===== config.mk =====
export PLATFORM = sky130hd
export DESIGN_NAME = fsmc_bus_master_flat
export DESIGN_NICKNAME = d
export VERILOG_FILES = /design/src/rtl/fsmc_bus_master_if.sv /design/src/rtl/fsmc_bus_master.sv /design/src/flat_wrapper.sv
export SDC_FILE = /design/constraint.sdc
export NUM_CORES = 1
export LEC_CHECK = 0
export ABC_AREA = 1
export CORE_UTILIZATION = 30
export DETAILED_ROUTE_END_ITERATION = 8
export PLACE_DENSITY = 0.61
export SKIP_LAST_GASP = 1
export SLEW_MARGIN = 20
export SYNTH_ARGS = -nofsm -noshare
export SYNTH_HDL_FRONTEND = slang
export SYNTH_SLANG_ARGS = --single-unit
export TNS_END_PERCENT = 30

===== constraint.sdc =====
create_clock -name clk -period 2 [get_ports clk]
set_clock_uncertainty 0.2 [all_clocks]
set_input_delay 0.2 -clock clk [delete_from_list [all_inputs] [get_ports clk]]
set_output_delay 0.2 -clock clk [all_outputs]
set_load 0.1 [all_outputs]

===== src/rtl/fsmc_bus_master_if.sv =====
// ----------------------------------------------------------------------------
// fsmc_bus_master_if
// Groups the request/response handshake and the FSMC pad-side signals of the
// bus master.
//   master modport : the bus master itself (drives req_ready, rsp_*, bus pins)
//   slave  modport : the requester / pad environment (drives req_*, iD_in)
// Signals:
//   req_valid/req_ready/req_write/req_adr/req_wdata : request handshake
//   rsp_valid/rsp_rdata                             : response
//   oNE/oNOE/oNWE (active low), oA, oD_out, oD_oe   : bus outputs
//   iD_in                                           : data from the pads
// ----------------------------------------------------------------------------
interface fsmc_bus_master_if #(
    parameter int ADRW = 8,
    parameter int DATW = 16
);
    logic            req_valid;
    logic            req_ready;
    logic            req_write;
    logic [ADRW-1:0] req_adr;
    logic [DATW-1:0] req_wdata;
    logic            rsp_valid;
    logic [DATW-1:0] rsp_rdata;
    logic            oNE;
    logic            oNOE;
    logic            oNWE;
    logic [ADRW-1:0] oA;
    logic [DATW-1:0] oD_out;
    logic            oD_oe;
    logic [DATW-1:0] iD_in;

    modport master (
        input  req_valid, req_write, req_adr, req_wdata, iD_in,
        output req_ready, rsp_valid, rsp_rdata,
        output oNE, oNOE, oNWE, oA, oD_out, oD_oe
    );

    modport slave (
        output req_valid, req_write, req_adr, req_wdata, iD_in,
        input  req_ready, rsp_valid, rsp_rdata,
        input  oNE, oNOE, oNWE, oA, oD_out, oD_oe
    );
endinterface


===== src/rtl/fsmc_bus_master.sv =====
// ----------------------------------------------------------------------------
// fsmc_bus_master
// Initiator side of an async SRAM-style FSMC bus. A single-word request on the
// clk-domain handshake becomes one read or write bus cycle made of
// SETUP(ADDSET) -> STROBE(DATAST) -> HOLD(HOLD) -> TURN(TURN) phases, each
// counted in clk cycles by one shared down-counter. All pad outputs come
// straight from flops so the strobes are glitch-free.
// Ports:
//   clk  : system clock
//   rst  : synchronous reset, active high
//   bus  : fsmc_bus_master_if.master (handshake, response and pad signals)
// ----------------------------------------------------------------------------
module fsmc_bus_master #(
    parameter int ADRW   = 8,
    parameter int DATW   = 16,
    parameter int ADDSET = 2,
    parameter int DATAST = 8,
    parameter int HOLD   = 2,
    parameter int TURN   = 2
) (
    input  logic              clk,
    input  logic              rst,
    fsmc_bus_master_if.master bus
);

    localparam int MAX_AB = (ADDSET > DATAST) ? ADDSET : DATAST;
    localparam int MAX_HT = (HOLD > TURN) ? HOLD : TURN;
    localparam int MAXP   = (MAX_AB > MAX_HT) ? MAX_AB : MAX_HT;
    localparam int CW     = $clog2(MAXP + 1);

    // Phase reload values are "length - 1": the counter reaching zero marks
    // the last cycle of a phase.
    localparam logic [CW-1:0] CNT_ZERO   = CW'(32'd0);
    localparam logic [CW-1:0] CNT_ONE    = CW'(32'd1);
    localparam logic [CW-1:0] CNT_ADDSET = CW'(ADDSET - 1);
    localparam logic [CW-1:0] CNT_DATAST = CW'(DATAST - 1);
    localparam logic [CW-1:0] CNT_HOLD   = CW'(HOLD - 1);
    localparam logic [CW-1:0] CNT_TURN   = CW'(TURN - 1);

    typedef enum logic [2:0] {
        ST_IDLE   = 3'd0,
        ST_SETUP  = 3'd1,
        ST_STROBE = 3'd2,
        ST_HOLD   = 3'd3,
        ST_TURN   = 3'd4
    } state_t;

    state_t          state_r;
    state_t          state_nxt_s;
    logic [CW-1:0]   cnt_r;
    logic [CW-1:0]   cnt_nxt_s;
    logic            accept_s;
    logic            wr_r;
    logic            wr_nxt_s;
    logic            req_ready_r;
    logic            rsp_valid_r;
    logic            rsp_valid_nxt_s;
    logic [DATW-1:0] rsp_rdata_r;
    logic [DATW-1:0] cap_r;
    logic            ne_r;
    logic            noe_r;
    logic            nwe_r;
    logic [ADRW-1:0] adr_r;
    logic [DATW-1:0] dout_r;
    logic            doe_r;
    logic            active_nxt_s;
    logic            last_strobe_s;

    // Next-state and phase counter logic of the bus-cycle sequencer.
    always_comb begin
        state_nxt_s = state_r;
        cnt_nxt_s   = cnt_r;
        accept_s    = 1'b0;
        case (state_r)
            ST_IDLE: begin
                if (bus.req_valid && req_ready_r) begin
                    accept_s    = 1'b1;
                    state_nxt_s = ST_SETUP;
                    cnt_nxt_s   = CNT_ADDSET;
                end else begin
                    state_nxt_s = ST_IDLE;
                end
            end
            ST_SETUP: begin
                if (cnt_r == CNT_ZERO) begin
                    state_nxt_s = ST_STROBE;
                    cnt_nxt_s   = CNT_DATAST;
                end else begin
                    cnt_nxt_s = cnt_r - CNT_ONE;
                end
            end
            ST_STROBE: begin
                if (cnt_r == CNT_ZERO) begin
                    state_nxt_s = ST_HOLD;
                    cnt_nxt_s   = CNT_HOLD;
                end else begin
                    cnt_nxt_s = cnt_r - CNT_ONE;
                end
            end
            ST_HOLD: begin
                if (cnt_r == CNT_ZERO) begin
                    state_nxt_s = ST_TURN;
                    cnt_nxt_s   = CNT_TURN;
                end else begin
                    cnt_nxt_s = cnt_r - CNT_ONE;
                end
            end
            ST_TURN: begin
                if (cnt_r == CNT_ZERO) begin
                    state_nxt_s = ST_IDLE;
                    cnt_nxt_s   = CNT_ZERO;
                end else begin
                    cnt_nxt_s = cnt_r - CNT_ONE;
                end
            end
            default: begin
                state_nxt_s = ST_IDLE;
                cnt_nxt_s   = CNT_ZERO;
            end
        endcase
    end

    // Decode of the next bus-output levels; they are registered below so the
    // pads see the phase the FSM is entering on the same edge.
    always_comb begin
        wr_nxt_s        = accept_s ? bus.req_write : wr_r;
        active_nxt_s    = (state_nxt_s == ST_SETUP) || (state_nxt_s == ST_STROBE) ||
                          (state_nxt_s == ST_HOLD);
        rsp_valid_nxt_s = (state_r == ST_TURN) && (cnt_r == CNT_ZERO);
        last_strobe_s   = (state_r == ST_STROBE) && (cnt_r == CNT_ZERO);
    end

    // State, counter, latched request and registered bus outputs.
    always_ff @(posedge clk) begin
        if (rst) begin
            state_r     <= ST_IDLE;
            cnt_r       <= CNT_ZERO;
            wr_r        <= 1'b0;
            req_ready_r <= 1'b0;
            rsp_valid_r <= 1'b0;
            rsp_rdata_r <= {DATW{1'b0}};
            cap_r       <= {DATW{1'b0}};
            ne_r        <= 1'b1;
            noe_r       <= 1'b1;
            nwe_r       <= 1'b1;
            adr_r       <= {ADRW{1'b0}};
            dout_r      <= {DATW{1'b0}};
            doe_r       <= 1'b0;
        end else begin
            state_r     <= state_nxt_s;
            cnt_r       <= cnt_nxt_s;
            wr_r        <= wr_nxt_s;
            req_ready_r <= (state_nxt_s == ST_IDLE);
            rsp_valid_r <= rsp_valid_nxt_s;
            if (accept_s) begin
                adr_r <= bus.req_adr;
                if (bus.req_write) begin
                    dout_r <= bus.req_wdata;
                end else begin
                    dout_r <= dout_r;
                end
            end else begin
                adr_r  <= adr_r;
                dout_r <= dout_r;
            end
            // Pad data is sampled on the edge that closes the last NOE-low cycle.
            if (last_strobe_s && !wr_r) begin
                cap_r <= bus.iD_in;
            end else begin
                cap_r <= cap_r;
            end
            if (rsp_valid_nxt_s && !wr_r) begin
                rsp_rdata_r <= cap_r;
            end else begin
                rsp_rdata_r <= rsp_rdata_r;
            end
            ne_r  <= ~active_nxt_s;
            noe_r <= ~((state_nxt_s == ST_STROBE) && !wr_nxt_s);
            nwe_r <= ~((state_nxt_s == ST_STROBE) && wr_nxt_s);
            doe_r <= active_nxt_s && wr_nxt_s;
        end
    end

    assign bus.req_ready = req_ready_r;
    assign bus.rsp_valid = rsp_valid_r;
    assign bus.rsp_rdata = rsp_rdata_r;
    assign bus.oNE       = ne_r;
    assign bus.oNOE      = noe_r;
    assign bus.oNWE      = nwe_r;
    assign bus.oA        = adr_r;
    assign bus.oD_out    = dout_r;
    assign bus.oD_oe     = doe_r;

endmodule


===== src/flat_wrapper.sv =====
// flat-port wrapper written by rule: the top's interface ports become plain ports
module fsmc_bus_master_flat 
#(
    parameter int ADRW   = 8,
    parameter int DATW   = 16,
    parameter int ADDSET = 2,
    parameter int DATAST = 8,
    parameter int HOLD   = 2,
    parameter int TURN   = 2
)
  (clk, rst, bus_req_valid, bus_req_write, bus_req_adr, bus_req_wdata, bus_iD_in, bus_req_ready, bus_rsp_valid, bus_rsp_rdata, bus_oNE, bus_oNOE, bus_oNWE, bus_oA, bus_oD_out, bus_oD_oe);
  fsmc_bus_master_if #(.ADRW(ADRW), .DATW(DATW)) bus_i ();
  input  logic clk;
  input  logic rst;
  input wire logic [$bits(bus_i.req_valid)-1:0] bus_req_valid;
  input wire logic [$bits(bus_i.req_write)-1:0] bus_req_write;
  input wire logic [$bits(bus_i.req_adr)-1:0] bus_req_adr;
  input wire logic [$bits(bus_i.req_wdata)-1:0] bus_req_wdata;
  input wire logic [$bits(bus_i.iD_in)-1:0] bus_iD_in;
  output wire logic [$bits(bus_i.req_ready)-1:0] bus_req_ready;
  output wire logic [$bits(bus_i.rsp_valid)-1:0] bus_rsp_valid;
  output wire logic [$bits(bus_i.rsp_rdata)-1:0] bus_rsp_rdata;
  output wire logic [$bits(bus_i.oNE)-1:0] bus_oNE;
  output wire logic [$bits(bus_i.oNOE)-1:0] bus_oNOE;
  output wire logic [$bits(bus_i.oNWE)-1:0] bus_oNWE;
  output wire logic [$bits(bus_i.oA)-1:0] bus_oA;
  output wire logic [$bits(bus_i.oD_out)-1:0] bus_oD_out;
  output wire logic [$bits(bus_i.oD_oe)-1:0] bus_oD_oe;
  assign bus_i.req_valid = bus_req_valid;
  assign bus_i.req_write = bus_req_write;
  assign bus_i.req_adr = bus_req_adr;
  assign bus_i.req_wdata = bus_req_wdata;
  assign bus_i.iD_in = bus_iD_in;
  assign bus_req_ready = bus_i.req_ready;
  assign bus_rsp_valid = bus_i.rsp_valid;
  assign bus_rsp_rdata = bus_i.rsp_rdata;
  assign bus_oNE = bus_i.oNE;
  assign bus_oNOE = bus_i.oNOE;
  assign bus_oNWE = bus_i.oNWE;
  assign bus_oA = bus_i.oA;
  assign bus_oD_out = bus_i.oD_out;
  assign bus_oD_oe = bus_i.oD_oe;
  fsmc_bus_master #(.ADRW(ADRW), .DATW(DATW), .ADDSET(ADDSET), .DATAST(DATAST), .HOLD(HOLD), .TURN(TURN)) u_core (.clk(clk), .rst(rst), .bus(bus_i));
endmodule

* Word-level counts from Yosys, hierarchy flattened
Index checks and enable logic that the tools add are counted.
Word-level totals: bits in registers 70, input port bits 44
Cells by class: $add $sub $neg 1, equality and inequality tests 8, muxes and demuxes 14, bitwise gates (word level) 3, reduce and logical (&&, ||, !) cells 17
Operator list (count):
- 2-to-1 mux 4 bit | 4
- case mux 4 bit (4 select lines) | 1
- case mux 3 bit (5 select lines) | 1
- equality test 3 x 2 -> 1 bit (second input constant) | 4
- 2-to-1 mux 3 bit | 4
- logical AND 1 bit | 8
- equality test 3 x 1 -> 1 bit (second input constant) | 2
- zero test 3 bit | 2
- zero test 4 bit | 1
- 2-to-1 mux 1 bit | 4
- subtractor 4 x 1 -> 4 bit (second input constant) | 1
- equality test 3 bit (second input constant) | 1
- inverter 1 bit | 3
- zero test 1 bit | 2
- logical OR 1 bit | 2
- != test 2 x 1 -> 1 bit (second input constant) | 1
- AND reduction 2 bit | 1
- OR reduction 2 bit | 1

* Logic depth before layout (Yosys ltp)
depth in word-level cells 7, mapped depth 10, mapped depth without buffers 9

* Worst setup path after synthesis
OpenSTA, ideal clock, no wires.
kind reg-to-reg, from reg u_core.req_ready_r (netlist: u_core.bus.req_ready), to reg u_core.dout_r[10] (netlist: u_core.bus.oD_out[10]), library setup time 117 ps, arrival time 1774 ps, setup slack -91 ps, cell stages (with the launch flop) 9, path buffers 1, clock period less this slack 2091 ps, path through dfxtp_1 > nand2_1 > inv_1 > nand2_8 > inv_8 > nand2_8 > buf_6 > o21ai_0 > nor2_1
On the way: word-level cells in the longest chain between the ends 4
RTL lines:
- from (decl) | RTL line fsmc_bus_master.sv:55 | logic req_ready_r;
- from (signal assigned) | RTL line fsmc_bus_master.sv:153 | req_ready_r <= (state_nxt_s == ST_IDLE);
- logical AND 1 bit | RTL line fsmc_bus_master.sv:76 | if (bus.req_valid && req_ready_r) begin
- 2-to-1 mux 1 bit | RTL line fsmc_bus_master.sv:76
- 2-to-1 mux 1 bit | RTL line fsmc_bus_master.sv:74 | case (state_r)
- AND reduction 2 bit (no line)
- to (signal assigned) | RTL line fsmc_bus_master.sv:147 | dout_r <= {DATW{1'b0}};
- to (signal assigned) | RTL line fsmc_bus_master.sv:158 | dout_r <= bus.req_wdata;
- to (signal assigned) | RTL line fsmc_bus_master.sv:160 | dout_r <= dout_r;
- to (decl) | RTL line fsmc_bus_master.sv:64 | logic [DATW-1:0] dout_r;
No other way between the ends. A chain may end at the register's enable or synchronous reset.

* Final worst setup path
from reg u_core.cnt_r[0], to reg u_core.cap_r[11]
On the way: word-level cells in the longest chain between the ends 3
RTL lines:
- from (decl) | RTL line fsmc_bus_master.sv:50 | logic [CW-1:0] cnt_r;
- from (signal assigned) | RTL line fsmc_bus_master.sv:151 | cnt_r <= cnt_nxt_s;
- zero test 4 bit | RTL line fsmc_bus_master.sv:130 | last_strobe_s = (state_r == ST_STROBE) && (cnt_r == CNT_ZERO);
- logical AND 1 bit | RTL line fsmc_bus_master.sv:130
- logical AND 1 bit | RTL line fsmc_bus_master.sv:167 | if (last_strobe_s && !wr_r) begin
- to (signal assigned) | RTL line fsmc_bus_master.sv:142 | cap_r <= {DATW{1'b0}};
- to (signal assigned) | RTL line fsmc_bus_master.sv:168 | cap_r <= bus.iD_in;
- to (signal assigned) | RTL line fsmc_bus_master.sv:170 | cap_r <= cap_r;
- to (decl) | RTL line fsmc_bus_master.sv:59 | logic [DATW-1:0] cap_r;
No other way between the ends.

==> impl_metrics.ini <==
[logic_synthesis]
ys_ff_latch = 70
yosysUniqueCellTypes = 26
synth_mux_area_share_pct = 0
netlist_instances = 324
synth-simple-area-share_pct = 28.0
yosys_warnings = 0
ys_seq_area_share_pct = 53.3
syn_avg_cell_area_sq_um = 8.11
syn_area_sq_um = 2630
synth-xor-area-share_pct = 0
synth-compound-area-share_pct = 12.4
synthAdderAreaFrac_pct = 0
synth_top_family_by_area = simple AND/OR/NAND/NOR gates
syn_nets = 368

[global_routing]
grt.overflow.total = 0
grt.total_usage_pct = 13.8
grt_max_degree = 27
antenna_found_initial = 0
grt_pass1_wl_microns = 9530
grt_pass1_vias = 2116

[finish]
finish.instance_area_sq_um = 3660
drive_above_1_share_pct = 19.2
final_common_cell = nor2_1
fin_util_pct = 43.9
nets = 458
nFillCells = 851
diodes = 0
layout_common_cells = nor2_1, dfxtp_1, buf_4, clkdlybuf4s50_1, o21ai_0
multi_input_area_sq_um = 1060
synthToLayoutAreaGrowth_pct = 39.3
seqCellArea_sq_um = 1400

[sta]
rsz0062_at_grt = no
worst_pin_slew_ps = 292
fin_setup_tns_ps = 0
max_slew_margin_pct = 80.5
finalHoldViolCount = 0
worst_hold_slack_ps = 227
period_share_pct = 85.1
maxSlewViolCount = 0
period_needed_ps = 1700
max_freq_ghz = 0.588
setup_viol = 0

[route]
avgViaCountPerCell = 4.41
routed_wl_microns = 6020
wl_per_cell_microns = 11.5
dr_total_vias = 2301
ant_nets = 0
drt_iter0_drc = 62
drc = 0
firstDrtPassIters = 4

[die]
fp.coreArea_sq_um = 8340
rows = 33
fp.dieW_microns = 95.6
die_h_microns = 95.6
die-area_sq_um = 9140
start_util_pct = 31.5
io_pins = 90

[cts]
cts_tree = built
numClockSinks = 70
postCtsResizedCells = 0
htree_levels = 3
clk_pin_slew_worst_paths_ps = 70
clk_path_buf_depth = 2
root_buffer = clkbuf_8
clock_latency_ps = 330
cts_hold_buf = 0
numCtsBuffers = 9
cts_setup_buffers = 0

[place]
io_buffers = 89
place_hpwl_microns = 4270
placed_area_sq_um = 3470
place_congestion = 0.780

[critical_path]
reg2reg_slack_ps = 300
critPathCaptureType = register
cp.arrival_ps = 1770
crit_chain = nor2_4, nand2_4, nor2_8, nand4_4, clkinv_2, nor2_1, nor2_1
critPathKind = register to register
critical_path_required_ps = 2070
crit_slowest_cell = dfxtp_1
crit_fanout = 17
cp-start-kind = register
crit_top_cell = nor2_1
max_stage_delay_ps = 360

[pwr]
power.density_nw_per_um2 = 1360
ir_worst_vdd_mv = 0.385
static-leakage-power_nw = 1.49
total_power_mw = 4.99

[min_path]
min_path_type = primary input to register

[job]
maxCapViolCount = 0

[run_status]
outcome = completed
worst paths after layout:
check / startpoint / endpoint / depth (start not counted)
worst max-delay path: u_core.cnt_r[0] / u_core.cap_r[11] / 7
worst min register to register: u_core.bus.oA[5] / u_core.bus.oA[5] / 2
worst min-delay path: bus_req_adr[7] / u_core.bus.oA[7] / 3
worst max register to register: u_core.cnt_r[0] / u_core.cap_r[11] / 7
worst max-delay path, delay by kind of cell (launching register included):
| kind | cells | cell delay [ps] |
|---|---|---|
| simple gates | 6 | 810 |
| flops | 1 | 360 |
| buf+inv | 1 | 280 |
layout make-up:
class	count	area share, %
Multi-Input combinational cell	225	29.0
Tap cell	105	3.59
Sequential cell	70	38.3
Inverter	16	2.15
Clock buffer	13	4.34
Timing Repair Buffer	92	21.8
Clock inverter	1	0.821
metal layers:
metal / up-vias / wire length, microns / track usage, % / share of wire, %
li1: 1218 / - / - / -
met1: 999 / 2840 / 17.2 / 47
met2: 75 / 2600 / 21.4 / 43
met3: 9 / 438 / 3.11 / 7.3
met4: 0 / 133 / 8.58 / 2.2
met5: - / 0 / 0 / 0
through the flow:
stage,std cells,setup WS [ps]
after CTS,522,271
after floorplan,324,224
after global placement,508,269
after detailed placement,508,209
after global routing,522,96.2
final,522,298
state kept, by name (all words and copies together), names as in the netlist, 3 cells and up:
name,flops
u_core.bus.oD_out,16
u_core.cap_r,16
u_core.bus.oA,8
u_core.bus.rsp_rdata,16
u_core.cnt_r,4
u_core.state_r,3
report_power, final:
| part | switching [mW] | internal (mW) | leakage [nW] | total (mW) |
|---|---|---|---|---|
| logic | 1.53 | 0.555 | 0.828 | 2.08 |
| clock network | 0.473 | 0.632 | 0.0956 | 1.11 |
| registers | 0.151 | 1.65 | 0.568 | 1.80 |
| total | 2.15 | 2.83 | 1.49 | 4.99 |
kinds of logic after synthesis:
group                  Yosys count
AND/OR/NAND/NOR                161
flip-flops                      70
AO/OA/AOI/OAI                   64
buffers and inverters           29
cell usage after synthesis, drive strengths merged:
master / count / area share [%]
nand4: 2 / 1.0
buf: 8 / 2.6
o21ai: 51 / 9.7
a21oi: 11 / 2.1
clkinv: 1 / 0.19
nand3: 6 / 1.1
inv: 15 / 2.8
nor2: 112 / 18
clkbuf: 5 / 0.71
dfxtp: 70 / 53
nand2: 40 / 7.8
o21a: 1 / 0.29
o211ai: 1 / 0.29
nor4: 1 / 0.24
Power figures use the tool's default switching activity.
